## src/rtl/alu_share_ctrl.sv

```systemverilog
// alu_share_ctrl
// Time-shares one combinational 64-bit LEGv8 ALU between two requesters.
// A round-robin arbiter accepts one operation at a time, registers its
// operands toward the ALU, captures the result one cycle later, and holds
// it until the owning requester accepts it. Owns the NZCV (cpsr) register,
// which is loaded only by flag-setting operations.
//
// Ports
//   clk, reset_n               clock, asynchronous active-low reset
//   req_valid/req_ready [1:0]  per-requester operation handshake
//   req{0,1}_a/_b [W-1:0]      operands, req{0,1}_ctrl [3:0] ALUControl
//   rsp_valid/rsp_ready [1:0]  per-requester result handshake
//   rsp_result [W-1:0]         captured result (shared bus)
//   rsp_zero                   captured zero flag
//   alu_a/alu_b/alu_ctrl       registered operands/control to the ALU
//   alu_result/alu_zero        ALU outputs
//   alu_write_flags/alu_flags  ALU flag-set strobe and flags {Z,N,C,V}
//   cpsr [3:0]                 architectural flags, same order as alu_flags
//   busy                       high in every state except IDLE
module alu_share_ctrl #(
  parameter int unsigned W = 64
) (
  input  logic         clk,
  input  logic         reset_n,
  input  logic [1:0]   req_valid,
  output logic [1:0]   req_ready,
  input  logic [W-1:0] req0_a,
  input  logic [W-1:0] req0_b,
  input  logic [W-1:0] req1_a,
  input  logic [W-1:0] req1_b,
  input  logic [3:0]   req0_ctrl,
  input  logic [3:0]   req1_ctrl,
  output logic [1:0]   rsp_valid,
  input  logic [1:0]   rsp_ready,
  output logic [W-1:0] rsp_result,
  output logic         rsp_zero,
  output logic [W-1:0] alu_a,
  output logic [W-1:0] alu_b,
  output logic [3:0]   alu_ctrl,
  input  logic [W-1:0] alu_result,
  input  logic         alu_zero,
  input  logic         alu_write_flags,
  input  logic [3:0]   alu_flags,
  output logic [3:0]   cpsr,
  output logic         busy
);

  typedef enum logic [1:0] {IDLE, EXEC, RESP} state_t;

  state_t       state_q;
  logic         prio_q;
  logic         owner_q;
  logic [W-1:0] alu_a_q;
  logic [W-1:0] alu_b_q;
  logic [3:0]   alu_ctrl_q;
  logic [W-1:0] rsp_result_q;
  logic         rsp_zero_q;
  logic [3:0]   cpsr_q;

  logic         gnt_any;
  logic         gnt_sel;

  // With both requesters valid the pointer decides; otherwise the single
  // valid requester wins. reset_n gates the grant so nothing is accepted
  // while reset is held.
  always_comb begin
    gnt_sel   = (req_valid == 2'b11) ? prio_q : req_valid[1];
    gnt_any   = reset_n && (state_q == IDLE) && (req_valid != 2'b00);
    req_ready = '0;
    if (gnt_any) begin
      req_ready = gnt_sel ? 2'b10 : 2'b01;
    end
  end

  always_ff @(posedge clk or negedge reset_n) begin
    if (!reset_n) begin
      state_q      <= IDLE;
      prio_q       <= 1'b0;
      owner_q      <= 1'b0;
      alu_a_q      <= '0;
      alu_b_q      <= '0;
      alu_ctrl_q   <= '0;
      rsp_result_q <= '0;
      rsp_zero_q   <= 1'b0;
      cpsr_q       <= '0;
    end else begin
      case (state_q)
        IDLE: begin
          if (gnt_any) begin
            owner_q    <= gnt_sel;
            prio_q     <= ~gnt_sel;
            alu_a_q    <= gnt_sel ? req1_a : req0_a;
            alu_b_q    <= gnt_sel ? req1_b : req0_b;
            alu_ctrl_q <= gnt_sel ? req1_ctrl : req0_ctrl;
            state_q    <= EXEC;
          end
        end
        EXEC: begin
          rsp_result_q <= alu_result;
          rsp_zero_q   <= alu_zero;
          if (alu_write_flags) begin
            cpsr_q <= alu_flags;
          end
          state_q <= RESP;
        end
        RESP: begin
          if (rsp_ready[owner_q]) begin
            state_q <= IDLE;
          end
        end
        default: state_q <= IDLE;
      endcase
    end
  end

  assign rsp_valid  = (state_q == RESP) ? (owner_q ? 2'b10 : 2'b01) : 2'b00;
  assign rsp_result = rsp_result_q;
  assign rsp_zero   = rsp_zero_q;
  assign alu_a      = alu_a_q;
  assign alu_b      = alu_b_q;
  assign alu_ctrl   = alu_ctrl_q;
  assign cpsr       = cpsr_q;
  assign busy       = (state_q != IDLE);

endmodule

```

## config.mk

```make
export PLATFORM = sky130hd
export DESIGN_NAME = alu_share_ctrl
export DESIGN_NICKNAME = d
export VERILOG_FILES = /design/src/rtl/alu_share_ctrl.sv
export SDC_FILE = /design/constraint.sdc
export NUM_CORES = 1
export LEC_CHECK = 0
export ABC_CLOCK_PERIOD_IN_PS = 1800
export CORE_AREA = 5 5 211 213
export CTS_CLUSTER_SIZE = 25
export DETAILED_ROUTE_END_ITERATION = 8
export DIE_AREA = 0 0 216 218
export MAX_ROUTING_LAYER = met4
export PLACE_DENSITY = 0.56
export REMOVE_ABC_BUFFERS = 1
export SLEW_MARGIN = 20
export SYNTH_ARGS = -nofsm -noshare
export SYNTH_HDL_FRONTEND = slang
export SYNTH_SLANG_ARGS = --single-unit
```

## constraint.sdc

```tcl
create_clock -name clk -period 1.8 [get_ports clk]
set_input_delay 0.36 -clock clk [delete_from_list [all_inputs] [get_ports clk]]
set_output_delay 0.36 -clock clk [all_outputs]
set_load 0.02 [all_outputs]
```

* Yosys cells after proc, flatten, opt, wreduce, memory -nomap -nowiden *
Index checks and enable logic that the tools add are counted.

storage, ports and cells
  logic and storage cells = 37
  input bits = 340
  flip-flop bits (word level) = 205

cells by class
  mux-type cells = 13
  order comparisons = 1
  reduce and logical (&&, ||, !) cells = 8
  bitwise operators = 1
  equal/unequal tests = 5

operators with widths
  operator                                                     number
  2-to-1 mux 64 bit                                            2
  2-to-1 mux 2 bit                                             6
  one-hot mux 2 bit (3 select lines)                           1
  AND reduction 2 bit                                          3
  equality test 2 bit (second input constant)                  2
  2-to-1 mux 4 bit                                             1
  != test 2 bit (second input constant)                        2
  nonzero test 2 bit                                           2
  2-to-1 mux 1 bit                                             3
  equality test 2 x 1 -> 1 bit (second input constant)         1
  logical AND 1 bit                                            2
  logical NOT 2 bit                                            1
  less-than comparator 1 x 2 -> 1 bit (second input constant)  1
  inverter 1 bit                                               1

* Logic depth before layout (Yosys ltp) *
  word-level depth = 5
  mapped depth = 7

* Least setup slack after synthesis *
OpenSTA, ideal clock, no wires.

  kind = register to output
  start point = register state_q[1]
  end point = output port req_ready[1]
  required time = 1440 ps
  arrival time = 1553 ps
  cell stages (with the launch flop) = 6
  path buffers = 3
  setup slack = -113 ps
  cell sequence = dfrtp_1 > or3b_1 > buf_2 > buf_6 > buf_6 > nor3b_2

between the ends
  word-level cells in the longest chain between the ends = 4

RTL lines
  what                            line  source
  from (decl)                     50    state_t state_q;
  from (signal assigned)          77    state_q <= IDLE;
  from (signal assigned)          95    state_q <= EXEC;
  from (signal assigned)          104   state_q <= RESP;
  logical NOT 2 bit               68    gnt_any = reset_n && (state_q == IDLE) && (req_valid != 2'b00);
  logical AND 1 bit (2 in a row)  68
  2-to-1 mux 2 bit                70    if (gnt_any) begin
  to (decl)                       26    output logic [1:0] req_ready,

Every way passes these cells.

* Worst setup path after layout *
  start point = register state_q[0]
  end point = output port req_ready[1]

Same word-level chain as after synthesis.

==> flow_summary.toml <==
[run_status]
status = "finished with violations"
failed_checks = "setup timing"

[finish]
fin_nets = 1651
multi_input_area_sq_um = 3790
fin_util_pct = 38.3
area_growth_pct = 74.8
drive_gt1_share_pct = 18.4
seq_area_sq_um = 5130
fillers = 4206
layout_common_cells = "clkdlybuf4s50_1 (337), dfrtp_1 (205), dlygate4sd2_1 (201)"
final_common_cell = "clkdlybuf4s50_1"

[placement]
place_hpwl_um = 30500
dp_slack_ps = -360
portBuffers = 545
gp_congestion = 0.812

[timing]
period_share_pct = 114
setup-violations-final = 5
whs_ps = 74.1
fin_crit_ps = 2040
hold_viol_final = 0
fin_worst_skew_ps = 10.7
max_freq_mhz = 489
rsz0062_at_grt = "true"
worst_pin_slew_ps = 965
worst_slack_ps = -244
setup_tns_ps = -903
report.final.slew_viol_count = 0
slew_headroom_pct = 35.7

[pwr]
p_clk_share_pct = 20.7
pwr-share-seq_pct = 31.5
p_int_mw = 15.6
switching_share_pct = 39.7
ir_worst_vdd_mv = 0.717
total_power_mw = 25.8
share_comb_of_total_power_pct = 47.8
switchingPower_mw = 10.2
p_leak_nw = 7.06
pwr_density_cell_nw_per_um2 = 1580

[yosys]
synthCells = 771
synth_edf_count = 0
ys_seq_elements = 205
async_flop_share_pct = 100
syn_area_sq_um = 9310
yosysSeqAreaShare_pct = 55.1
yosysWarnings = 0
synthDistinctLibCells = 23
syn_area_per_cell_sq_um = 12.1
synth-main-ff-cell = "dfrtp_1"

[routing]
wl_per_cell_um = 22.2
dr_total_vias = 8844
drt-total-wl_um = 41700
drc = 0
dr.pass1.iters = 5
ant_nets = 0
drt-vias-per-instance = 4.71
drt_iter0_markers = 446

[clock_tree]
cts.clk_slew.worst_paths_ps = 60
htreeDepth = 1
numCtsBuffers = 26
worstSkewPairLatency_ps = 530
cts_buffer_depth = 3
cts-root-buf = "clkbuf_16"
numClockSinks = 205
cts_tree = "done"

[worst_setup_path]
worstPathArrival_ps = 1680
crit_type = "flop to output pin"
crit_required_ps = 1440
crit_fanout = 3
cp-start-kind = "flop"
endpoint_kind = "output pin"

[floorplanning]
dieArea_sq_um = 47100
start_util_pct = 21.9
die_w_um = 216
io_pins = 546
row_count = 76
die_h_um = 218
core_area_sq_um = 42500

[flow_run]
drv_cap = 0

[global_route]
groute.usage.overall_pct = 17.4
grt_pass1_vias = 9647
grt_antenna_before_repair = 2
grt_max_degree = 145
grt_overflow = 0
grt_pass1_wl_um = 62300

[hold_path]
hold_class = "input pin to asynchronous set/reset pin"
-- metrics by stage --
step	cell area (sq um)	cells
2_1_floorplan	8860	690
3_3_place_gp	15500	1822
3_5_place_dp	15500	1822
4_1_cts	16200	1877
5_1_grt	16300	1879
6_report	16300	1879
-- worst paths after layout --
check / startpoint / to / slack [ps] / cells after the start
min in group clk: req_valid[1] / prio_q$_DFFE_PN0P_ / 290 / 3
hold / removal: reset_n / rsp_result[36]$_DFFE_PN0N_ / 70 / 3
max in group asynchronous: reset_n / alu_a[22]$_DFFE_PN0P_ / 930 / 3
hold reg to reg: rsp_result[11]$_DFFE_PN0N_ / rsp_result[11]$_DFFE_PN0N_ / 500 / 1
setup reg to reg: state_q[0]$_DFFE_PN0P_ / alu_a[54]$_DFFE_PN0P_ / 40 / 5
setup / recovery: state_q[0]$_DFFE_PN0P_ / req_ready[1] / -240 / 3
-- power by group through the flow --
stage                     Clock [mW]  Combinational, mW  Sequential [mW]
after global placement             0               13.8             8.21
final                           5.35               12.3             8.11
after floorplan                    0               3.61             10.8
after CTS                       5.52               12.5             8.13
after global routing            5.71               13.0             8.40
after detailed placement           0               13.8             8.21
-- cells by family (layout without fill, tap and decap cells) --
kind of cell           after synthesis  in the layout  synth area share (%)
buffers and inverters               84            644                  4.92
flip-flops                         205            205                  55.1
other                                0              2                     0
AND/OR/NAND/NOR                    276            276                  17.0
AO/OA/AOI/OAI                      136            136                  14.5
multiplexers                        70             70                  8.47
-- final cells by class --
class	count	share of cell area, %
Antenna cell	2	0.0308
Clock buffer	41	4.78
Clock inverter	7	0.562
Inverter	3	0.0692
Multi-Input combinational cell	482	23.3
Sequential cell	205	31.5
Tap cell	546	4.20
Timing Repair Buffer	593	35.5
-- cells in the mapped netlist (3+ instances only) --
master | instances | area share [%]
dfrtp_1 | 205 | 55
buf_1 | 5 | 0.20
buf_2 | 21 | 1.1
a221o_1 | 132 | 14
buf_6 | 15 | 1.8
inv_1 | 3 | 0.12
nor3_2 | 69 | 7.4
mux2_2 | 70 | 8.5
nand2_1 | 133 | 5.4
clkbuf_1 | 39 | 1.6
nor3_1 | 63 | 3.4
-- registers in the layout (all words and copies together) (netlist names) --
name / cells
state_q: 2
alu_ctrl: 4
alu_a: 64
rsp_result: 64
owner_q: 1
prio_q: 1
rsp_zero: 1
cpsr: 4
alu_b: 64
-- worst max-delay path, stage by stage (launching register included) --
cell	delay [ps]
dfrtp_1	390
or3b_4	400
nor3b_4	210
buf_6	140
-- per-layer routing --
layer,vias up,track usage [%],share of wire (%)
met5,-,-,0
met3,61,5.65,9.0
met1,4347,20.8,40
met4,0,4.88,2.9
met2,458,28.4,48
li1,3978,-,-
-- what timing repair did --
item / in CTS / in global routing
pin swaps: 3 / 3
buffers inserted: 6 / 0
gates cloned: 1 / 0
hold buffers: 0 / 0
setup endpoints to repair: 271 / 122
gates resized for setup: 236 / 7
No activity file was read; power rests on OpenSTA's default activity.
